[src/rtl/uart_pkg.sv]
// Shared constants for the fabric UART: FSM encoding, frame length and
// baud divider helpers used by both receiver and transmitter.
package uart_pkg;

  localparam logic [1:0] ST_IDLE  = 2'd0;
  localparam logic [1:0] ST_START = 2'd1;
  localparam logic [1:0] ST_DATA  = 2'd2;
  localparam logic [1:0] ST_STOP  = 2'd3;

  localparam int FRAME_BITS = 10;

  // Cycles per bit, rounded to nearest.
  function automatic int uart_div(input int clk_hz, input int baud);
    return (clk_hz + baud / 2) / baud;
  endfunction

  function automatic int uart_half(input int clk_hz, input int baud);
    return uart_div(clk_hz, baud) / 2;
  endfunction

endpackage

[src/rtl/sync_fifo.sv]
// Single-clock FIFO with registered pointers and occupancy counter.
// Read data is show-ahead: o_rd_data always reflects the head entry.
module sync_fifo #(
  parameter int WIDTH = 8,
  parameter int DEPTH = 16
) (
  input  logic                         i_clk,
  input  logic                         i_rst_n,
  input  logic                         i_wr_en,
  input  logic [WIDTH-1:0]             i_wr_data,
  input  logic                         i_rd_en,
  output logic [WIDTH-1:0]             o_rd_data,
  output logic                         o_empty,
  output logic                         o_full,
  output logic [$clog2(DEPTH+1)-1:0]   o_count,
  output logic [$clog2(DEPTH+1)-1:0]   o_count_next
);

  localparam int AW = $clog2(DEPTH);
  localparam int CW = $clog2(DEPTH + 1);

  logic [WIDTH-1:0] r_mem [DEPTH];
  logic [AW-1:0]    r_wr_ptr;
  logic [AW-1:0]    r_rd_ptr;
  logic [CW-1:0]    r_count;
  logic [CW-1:0]    w_count_next;
  logic             w_push;
  logic             w_pop;

  assign o_empty   = (r_count == '0);
  assign o_full    = (r_count == CW'(DEPTH));
  assign w_pop     = i_rd_en & ~o_empty;
  // A same-cycle pop frees the slot the write lands in.
  assign w_push    = i_wr_en & (~o_full | w_pop);
  assign o_rd_data = r_mem[r_rd_ptr];
  assign o_count   = r_count;
  assign o_count_next = w_count_next;

  always_comb begin
    w_count_next = r_count;
    if (w_push && !w_pop)      w_count_next = r_count + CW'(1);
    else if (w_pop && !w_push) w_count_next = r_count - CW'(1);
  end

  always_ff @(posedge i_clk or negedge i_rst_n) begin
    if (!i_rst_n) begin
      for (int i = 0; i < DEPTH; i++) r_mem[i] <= '0;
      r_wr_ptr <= '0;
      r_rd_ptr <= '0;
      r_count  <= '0;
    end else begin
      if (w_push) begin
        r_mem[r_wr_ptr] <= i_wr_data;
        r_wr_ptr        <= r_wr_ptr + AW'(1);
      end
      if (w_pop) r_rd_ptr <= r_rd_ptr + AW'(1);
      r_count <= w_count_next;
    end
  end

endmodule

[src/rtl/uart_rx_fc.sv]
// 8N1 UART receiver with byte FIFO, valid/ready output stream and
// CTS_N flow control derived from FIFO occupancy.
module uart_rx_fc
  import uart_pkg::*;
#(
  parameter int CLK_HZ     = 50000000,
  parameter int BAUD       = 115200,
  parameter int FIFO_DEPTH = 16,
  parameter int CTS_THRESH = 12
) (
  input  logic                              CLK50M,
  input  logic                              RST_N,
  input  logic                              UART_RX,
  output logic                              UART_CTS_N,
  output logic [7:0]                        m_data,
  output logic                              m_valid,
  input  logic                              m_ready,
  output logic [$clog2(FIFO_DEPTH+1)-1:0]   fill,
  output logic                              frame_err,
  output logic                              overrun
);

  localparam int DIV   = uart_div(CLK_HZ, BAUD);
  localparam int HALF  = uart_half(CLK_HZ, BAUD);
  localparam int CNT_W = $clog2(DIV);
  localparam int FW    = $clog2(FIFO_DEPTH + 1);
  localparam logic [CNT_W-1:0] CNT_BIT  = CNT_W'(DIV - 1);
  localparam logic [CNT_W-1:0] CNT_HALF = CNT_W'(HALF - 1);
  localparam logic [2:0]       LAST_BIT = 3'(FRAME_BITS - 3);
  localparam logic [FW-1:0]    CTS_LVL  = FW'(CTS_THRESH);

  logic             r_rx_meta, r_rxs, r_rxs_d;
  logic [1:0]       r_state;
  logic [CNT_W-1:0] r_cnt;
  logic [2:0]       r_bit;
  logic [7:0]       r_shift;
  logic             r_frame_err, r_overrun, r_cts_n;

  logic             w_tick, w_stop_smp, w_pop, w_room, w_push;
  logic             w_empty, w_full;
  logic [FW-1:0]    w_count_next;

  assign w_tick     = (r_cnt == '0);
  assign w_stop_smp = (r_state == ST_STOP) & w_tick;
  assign w_pop      = m_valid & m_ready;
  assign w_room     = ~w_full | w_pop;
  assign w_push     = w_stop_smp & r_rxs & w_room;

  sync_fifo #(.WIDTH(8), .DEPTH(FIFO_DEPTH)) u_fifo (
    .i_clk        (CLK50M),
    .i_rst_n      (RST_N),
    .i_wr_en      (w_push),
    .i_wr_data    (r_shift),
    .i_rd_en      (m_ready),
    .o_rd_data    (m_data),
    .o_empty      (w_empty),
    .o_full       (w_full),
    .o_count      (fill),
    .o_count_next (w_count_next)
  );

  assign m_valid    = ~w_empty;
  assign frame_err  = r_frame_err;
  assign overrun    = r_overrun;
  assign UART_CTS_N = r_cts_n;

  always_ff @(posedge CLK50M or negedge RST_N) begin
    if (!RST_N) begin
      r_rx_meta   <= 1'b1;
      r_rxs       <= 1'b1;
      r_rxs_d     <= 1'b1;
      r_state     <= ST_IDLE;
      r_cnt       <= '0;
      r_bit       <= '0;
      r_shift     <= '0;
      r_frame_err <= 1'b0;
      r_overrun   <= 1'b0;
      r_cts_n     <= 1'b1;
    end else begin
      r_rx_meta   <= UART_RX;
      r_rxs       <= r_rx_meta;
      r_rxs_d     <= r_rxs;
      r_frame_err <= w_stop_smp & ~r_rxs;
      r_overrun   <= w_stop_smp & r_rxs & ~w_room;
      r_cts_n     <= (w_count_next >= CTS_LVL);
      case (r_state)
        ST_IDLE: begin
          if (r_rxs_d && !r_rxs) begin
            r_state <= ST_START;
            r_cnt   <= CNT_HALF;
          end
        end
        ST_START: begin
          // Line back high at mid start bit means a glitch, not a frame.
          if (w_tick) begin
            if (!r_rxs) begin
              r_state <= ST_DATA;
              r_cnt   <= CNT_BIT;
              r_bit   <= '0;
            end else begin
              r_state <= ST_IDLE;
            end
          end else begin
            r_cnt <= r_cnt - CNT_W'(1);
          end
        end
        ST_DATA: begin
          if (w_tick) begin
            r_shift <= {r_rxs, r_shift[7:1]};
            r_cnt   <= CNT_BIT;
            if (r_bit == LAST_BIT) r_state <= ST_STOP;
            else                   r_bit   <= r_bit + 3'd1;
          end else begin
            r_cnt <= r_cnt - CNT_W'(1);
          end
        end
        ST_STOP: begin
          // Leave mid stop bit so a back-to-back start edge is not missed.
          if (w_tick) r_state <= ST_IDLE;
          else        r_cnt   <= r_cnt - CNT_W'(1);
        end
        default: r_state <= ST_IDLE;
      endcase
    end
  end

endmodule

[config.mk]
export PLATFORM = sky130hd
export DESIGN_NAME = uart_rx_fc
export DESIGN_NICKNAME = d
export VERILOG_FILES = /design/src/rtl/uart_pkg.sv /design/src/rtl/sync_fifo.sv /design/src/rtl/uart_rx_fc.sv
export SDC_FILE = /design/constraint.sdc
export NUM_CORES = 1
export LEC_CHECK = 0
export CELL_PAD_IN_SITES_DETAIL_PLACEMENT = 2
export CELL_PAD_IN_SITES_GLOBAL_PLACEMENT = 2
export CORE_ASPECT_RATIO = 0.5
export CORE_UTILIZATION = 35
export DETAILED_ROUTE_END_ITERATION = 8
export PLACE_DENSITY_LB_ADDON = 0.1
export SYNTH_ARGS = -nofsm -noshare
export SYNTH_HDL_FRONTEND = slang
export SYNTH_HIERARCHICAL = 1
export SYNTH_SLANG_ARGS = --single-unit
[constraint.sdc]
create_clock -name CLK50M -period 4.61 [get_ports CLK50M]
set_input_delay 0.922 -clock CLK50M [delete_from_list [all_inputs] [get_ports CLK50M]]
set_output_delay 0.922 -clock CLK50M [all_outputs]
set_load 0.02 [all_outputs]
== Word-level counts from Yosys, hierarchy flattened ==
Index checks and enable logic that the tools add are counted.
Storage, ports and cells
  register bits after elaboration: 169
  bits of input ports: 4
  output and inout bits: 17
  word-level logic and storage cells: 108
Operators by class
  add/subtract/negate cells: 6
  $lt $le $gt $ge: 4
  equal/unequal tests: 14
  mux-type cells: 26
  bitwise gates (word level): 14
  reductions and logical operators: 15
Operator list (number)
  bitwise mux 128 bit: 1
  2-to-1 mux 9 bit: 5
  one-hot mux 9 bit (4 select lines): 1
  binary-select mux 8 bit (select 4 bit): 1
  demux 8 bit (select 4 bit): 1
  2-to-1 mux 8 bit: 3
  != test 2 bit (second input constant): 8
  2-to-1 mux 2 bit: 6
  2-to-1 mux 3 bit: 4
  >= comparator 5 bit (second input constant): 2
  2-to-1 mux 5 bit: 2
  inverter 4 -> 5 bit: 2
  AND reduction 5 bit: 2
  logical NOT 9 bit: 1
  subtractor 9 x 1 -> 9 bit (second input constant): 1
  adder 4 x 1 -> 4 bit (second input constant): 2
  one-hot mux 2 bit (4 select lines): 1
  AND 1 bit: 7
  one-hot mux 3 bit (2 select lines): 1
  adder 5 x 1 -> 5 bit (second input constant): 1
  equality test 5 bit (second input constant): 1
  >= comparator 5 x 4 -> 1 bit (second input constant): 1
  logical NOT 5 bit: 1
  less-than comparator 5 x 1 -> 1 bit (second input constant): 1
  14 further kinds: 23

== Longest topological paths before layout ==
Gate-level depths: netlist (run 1).
  depth in word-level cells: 11
  depth in mapped cells: 11
  depth with buffers taken out: 11

== Hierarchy ==
The synthesis (run 1) kept the hierarchy.
By module, submodules not included
  sync_fifo: times used 1, cells an instance 428, area an instance 6705.2 sq um, seq. area each 3528.4 sq um
  uart_rx_fc: times used 1, cells an instance 144, area an instance 1519.0 sq um, seq. area each 705.7 sq um

== Worst setup path after synthesis (run 1) ==
OpenSTA, ideal clock, no wires.
  path type: reg2out
  from: register u_fifo.r_rd_ptr[0]
  to: output m_data[3]
  arrival time: 1.687 ns
  required time: 3.688 ns
  path slack: 2.001 ns
  cell stages (with the launch flop): 6
  path buffers: 2
  path through: dfrtp_1 -> buf_2 -> buf_2 -> mux4_2 -> a22oi_1 -> nand2_1
Between the ends
  cells in the longest elaborated chain, start to end: 4
RTL lines
  from (decl): RTL line sync_fifo.sv:24  | logic [AW-1:0] r_rd_ptr;
  from (signal assigned): RTL line sync_fifo.sv:56  | if (w_pop) r_rd_ptr <= r_rd_ptr + AW'(1);
  inverter 4 -> 5 bit (not written as such): RTL line sync_fifo.sv:35  | assign o_rd_data = r_mem[r_rd_ptr];
  binary-select mux 8 bit (select 4 bit): RTL line sync_fifo.sv:35
  2-to-1 mux 8 bit (not written as such) (2 in series): RTL line sync_fifo.sv:35
  to (decl): RTL line uart_rx_fc.sv:15  | output logic [7:0] m_data,
No other way between the ends. The select of a mux whose other input is x is not followed.

== Worst setup path in the final report (run 1) ==
Same ends and word-level chain as after synthesis.

==> metrics.txt, run 1 <==
outcome finished clean; Initial DRC Count 223; Static Leak 4.34 nW; row cnt 39; die width 219 um; die height 110 um; unrepaired setup endpoints after global routing no; crit path kind reg -> out; total CTS buffers 17; most frequent cells in the layout dfrtp_1, mux2_2, mux4_2; I/O pin cnt 21; Initial Utilization between 30% and 40%; commonest non-fill, non-tap cell in the layout dfrtp_1; share of cells above drive strength 1 around two fifths; cts hold-fix bufs 0; Worst slew margin between 30% and 40%; total wire length about 20,000 um; reg2reg setup slack roughly 1200 ps; Worst VDD drop ~250 uV; Worst Setup End Kind primary output; synthesized flop and latch total 169; drt via density between 5 and 6; Worst Hold Class reg -> reg; wire per inst 22.1 um; worst clock skew 12.8 ps; H-tree levels 4; RePlAce Congestion around 0.73; post-synthesis sequential area ratio 51.5%; Placeable Area around 23,000 sq um; Max Buffers Root-to-Sink 2; largest net degree at the start of global routing 97; synthesized area per cell 14.4 sq um; Max Fclk approximately 260 MHz; EDFF count, synth 0; Clock transition at path regs ~60 ps; Design Area, Final between 9000 and 10,000 sq um; clk_lat worst skew between 400 and 500 ps; Syn-to-layout area delta 13.3%; Final ANT Viol Nets 0; ys flop type dfrtp_1; Post-Syn Instances around 570; Setup WS pre-CTS 954 ps; Tmin final ~4000 ps; Hold Violations, Final 0; PostCTS Resize Cnt 0; placed cell area around 8700 sq um; async set or reset register ratio after synthesis 100%; TNS Setup 0 ps; Slew Limit Fails 0; Antenna diodes 0; library cells used by synthesis 55; 1st-pass router iterations 4; fin crit share a little over four fifths; area of the mapped netlist a little over 8000 sq um; antenna violations before repair 0; CP arrival 3000 ps; vias in the first global route around 5,300; total power draw between 4 and 5 mW; Setup-failing EPs final 0; Post-CTS Setup Inserts 0; DR DRC count 0; crit-path max FO 13; Finished Layout Cells slightly above 900; final net count about 610; placed insts roughly 870; Clock Tree Root clkbuf_16; global-route wire length before repair 32,000 um; CP required about 3700 ps; syn_nets ~600; GRT Overall Usage a little under a fifth; vias post-DR ~4,800; grt ovf 0; startpoint types flip-flop; Max Cap Viol 0; YS warnings 6; DP Wirelength 12,600 um; CTS tree built; die area roughly 24,000 sq um; P per Cell Area ~460 nW/um^2; Final WS setup just under 700 ps; number of port buffers 20; Sink Count between 150 and 200; worst-margin pin slew 1010 ps
through the flow:
stage               hold WS [ps]  util (%)
floorplan                    345         -
global placement             348      37.9
detailed placement           349      37.9
CTS                          358      40.6
global route                 361      40.6
finish                       356      40.6
layout make-up:
cell class	instances	area, sq um
fill	2283	13600
sequential	169	4240
multi-input combinational	359	3780
clock buffer	27	543
tap	307	384
timing repair buffer	24	244
clock inverter	5	78.8
inverter	15	56.3
where the power goes:
| part | total [mW] | switching, mW | internal, mW | leakage, nW |
|---|---|---|---|---|
| clock | 1.51 | 0.592 | 0.915 | 0.310 |
| sequential | 1.75 | 0.171 | 1.58 | 2.31 |
| combinational | 1.05 | 0.620 | 0.427 | 1.72 |
| total | 4.30 | 1.38 | 2.92 | 4.34 |
flip-flops by register name, indices dropped and copies added, names as in the netlist, 3 cells and up, named ones only:
name,count
r_cnt,9
r_bit,3
u_fifo/o_count,5
u_fifo/r_wr_ptr,4
u_fifo/r_rd_ptr,4
u_fifo/r_mem,128
r_shift,8
kinds of logic (layout without fill, tap and decap cells):
group | Yosys count | in the layout | share of synthesized area [%]
muxes | 174 | 174 | 28.2
and+or+nand+nor | 93 | 93 | 8.58
xor gates and xnor gates | 9 | 9 | 0.959
AOI/OAI and AO/OA | 67 | 67 | 5.77
DFF | 169 | 169 | 51.5
buffers and inverters | 44 | 71 | 2.59
adders and majority gates | 16 | 16 | 2.43
synthesized netlist by cell type, drive strengths merged (2+ instances only):
cell type,number,area share (%)
xnor2,8,0.85
o2bb2ai,3,0.32
a31oi,6,0.46
nor2b,9,0.68
mux2i,4,0.49
a21o,5,0.46
nor2,15,0.88
mux4,32,8.8
nand2,26,1.2
nand2b,2,0.15
o21a,3,0.37
dfstp,4,1.3
nand3,13,2.6
o22a,2,0.21
inv,15,0.68
a22oi,19,1.7
dfrtp,165,50
nor4,2,0.15
nor4b,2,0.21
mux2,138,19
nor3,5,0.30
ha,16,2.4
nor3b,3,0.27
o21ai,15,0.91
buf,15,1.3
clkbuf,14,0.64
nand4,8,1.2
a21oi,8,0.49
final timing paths:
check / start / endpoint / cells after the start
min in group asynchronous: RST_N / u_fifo/r_mem[52]$_DFFE_PN0P_ / 1
hold reg to reg: r_rx_meta$_DFF_PN1_ / r_rxs$_DFF_PN1_ / 0
setup reg to reg: r_cnt[0]$_DFFE_PN0P_ / u_fifo/r_mem[4]$_DFFE_PN0P_ / 9
setup / recovery: u_fifo/r_rd_ptr[0]$_DFFE_PN0P_ / m_data[3] / 5
max in group asynchronous: RST_N / r_rxs_d$_DFF_PN1_ / 2
hold / removal: r_rx_meta$_DFF_PN1_ / r_rxs$_DFF_PN1_ / 0
worst max-delay path: stages (launching register included):
cell	delay, ps
dfrtp_2	680
buf_4	340
mux4_2	520
a22oi_1	360
nand2_1	90
clkdlybuf4s50_1	550
layer usage:
metal / GRT usage [%] / wire, um
met4: 8.09 / 472
met2: 28.3 / 9210
met5: 0 / 0
met3: 3.35 / 350
met1: 25.1 / 10000
(Power assumes the default switching activity.)
==> inputs of run 2 (changes only) <==
clock period = 4.1 ns   (was 4.61 ns; I/O delays follow)
==> run 2 against run 1 <==
Net effect:
- clock power up 15%
- first-iteration DRC count is 16% higher
- worst setup slack got worse by 90 ps
- core utilization is 0.19 points higher
- largest power group unchanged
- register-to-register slack got worse by 370 ps
- die area is the same
- combinational power rose by 21%
- via count fell by 0.48%
- flip-flop and latch count stayed put
==> metrics.txt, run 2 (synthesis gave the netlist of run 1 again) <==
outcome finished clean; Initial DRC Count 258 (+16%); Clock Tree Root clkbuf_16; Sink Count 169 (unchanged); CTS tree built; clk_lat worst skew 440 ps (about the same); die width 219 um (unchanged); die height 110 um (unchanged); largest net degree at the start of global routing 68 (-30%); vias post-DR 4,807 (-0.48%); final net count 610 (+0.66%); global-route wire length before repair 32,600 um (+1.8%); total wire length 20,200 um (+0.95%); CP arrival 2680 ps (-320 ps); GRT Overall Usage 18.6% (+0.38 points); Max Cap Viol 0 (unchanged); 1st-pass router iterations 4 (unchanged); Antenna diodes 0 (unchanged); crit-path max FO 35 (+22); fin crit share 85.3%; Finished Core Util 40.8% (+0.19 points); drt via density 5.29 (-0.80%); Tmin final ~3500 ps; RePlAce Congestion 0.718 (-1.3%); cts hold-fix bufs 0 (unchanged); wire per inst 22.3 um (+0.61%); share of cells above drive strength 1 38.7% (-0.19 points); PostCTS Resize Cnt 0 (unchanged); Worst VDD drop 288 uV (+14%); Worst Hold Class in -> async; Worst Setup End Kind primary output; most frequent cells in the layout dfrtp_1, mux2_2, mux4_2; row cnt 39 (unchanged); vias in the first global route 5,363 (+1.1%); hold slack final 353 ps (-3.29 ps); Clock transition at path regs 70 ps (about the same); DP Wirelength 12,900 um (+2.7%); worst clock skew 7.83 ps (-4.98 ps); Slew Limit Fails 0 (unchanged); unrepaired setup endpoints after global routing no; Initial Utilization 35.9% (unchanged); crit path kind reg -> out; Final ANT Viol Nets 0 (unchanged); number of port buffers 20 (unchanged); startpoint types flip-flop; P per Cell Area 527 nW/um^2 (+14%); max FFs per register 128 (unchanged); H-tree levels 4 (unchanged); largest register by flop count u_fifo/r_mem; Worst slew margin 25.6% (-6.8 points); Setup-failing EPs final 0 (unchanged); total power draw 4.93 mW (+15%); commonest non-fill, non-tap cell in the layout dfrtp_1; CP required 3280 ps (-410 ps); Static Leak 4.36 nW (+0.39%); DR DRC count 0 (unchanged); Max Fclk roughly 290 MHz; Largest regs u_fifo/r_mem x128, r_cnt x9, r_shift x8; Syn-to-layout area delta 13.8%; I/O pin cnt 21 (unchanged); reg2reg setup slack 820 ps (-370 ps); Placeable Area 22,900 sq um (unchanged); Post-CTS Setup Inserts 0 (unchanged); TNS Setup 0 ps (unchanged); Max Buffers Root-to-Sink 2 (unchanged); grt ovf 0 (unchanged); die area 24,200 sq um (unchanged); worst-margin pin slew 1110 ps (+94.3 ps); Hold Violations, Final 0 (unchanged); antenna violations before repair 0 (unchanged); total CTS buffers 17 (unchanged)
## run 2: cell count changes in the layout (fill, tap and decap cells not counted), sizes merged
| cell | change |
|---|---|
| buf | +4 |
| bufinv | +2 |
| clkbuf | -2 |
| inv | -1 |
## run 2: power breakdown
part           total, mW  leakage [nW]  internal [mW]  switching, mW
Clock               1.74         0.302           1.07          0.675
Sequential          1.91          2.31           1.77          0.142
Combinational       1.27          1.74          0.510          0.764
Total               4.93          4.36           3.35           1.58
## run 2: final timing paths
check	start	end	cells after the start
worst max-delay path	u_fifo/r_rd_ptr[0]$_DFFE_PN0P_	m_data[0]	5
worst min register to register	r_rx_meta$_DFF_PN1_	r_rxs$_DFF_PN1_	0
worst min-delay path	RST_N	u_fifo/r_mem[36]$_DFFE_PN0P_	1
worst max register to register	r_cnt[0]$_DFFE_PN0P_	u_fifo/r_mem[0]$_DFFE_PN0P_	9
max in group asynchronous	RST_N	r_bit[2]$_DFFE_PN0P_	2
min in group CLK50M	r_rx_meta$_DFF_PN1_	r_rxs$_DFF_PN1_	0
## run 2: per-stage QoR
stage          cells  setup slack, ps  cell area, sq um
2_1_floorplan    572             1500              8220
3_3_place_gp     878              729              8740
3_5_place_dp     878              635              8740
4_1_cts          909              508              9360
5_1_grt          909              431              9360
6_report         909              603              9360
## run 2: metal layers
metal / GRT usage [%] / vias up / wire length, um
met4: 6.00 / 0 / 287
li1: - / 2167 / -
met5: 0 / - / 0
met3: 4.83 / 13 / 508
met1: 25.3 / 2584 / 9980
met2: 29.3 / 43 / 9450
## run 2: worst max-delay path: stages, from the launching register on
cell	delay (ps)
dfrtp_2	370
buf_12	300
mux4_2	540
a22oi_1	370
nand2_1	110
clkdlybuf4s50_1	540
## run 2: area by class of cell
class,instances,area [sq um]
clock buffers,25,485
clock inverters,6,138
repair buffers,28,287
flip-flops and latches,169,4240
well taps,307,384
multi-input cells,359,3780
inverters,15,56.3
fillers,2233,13600
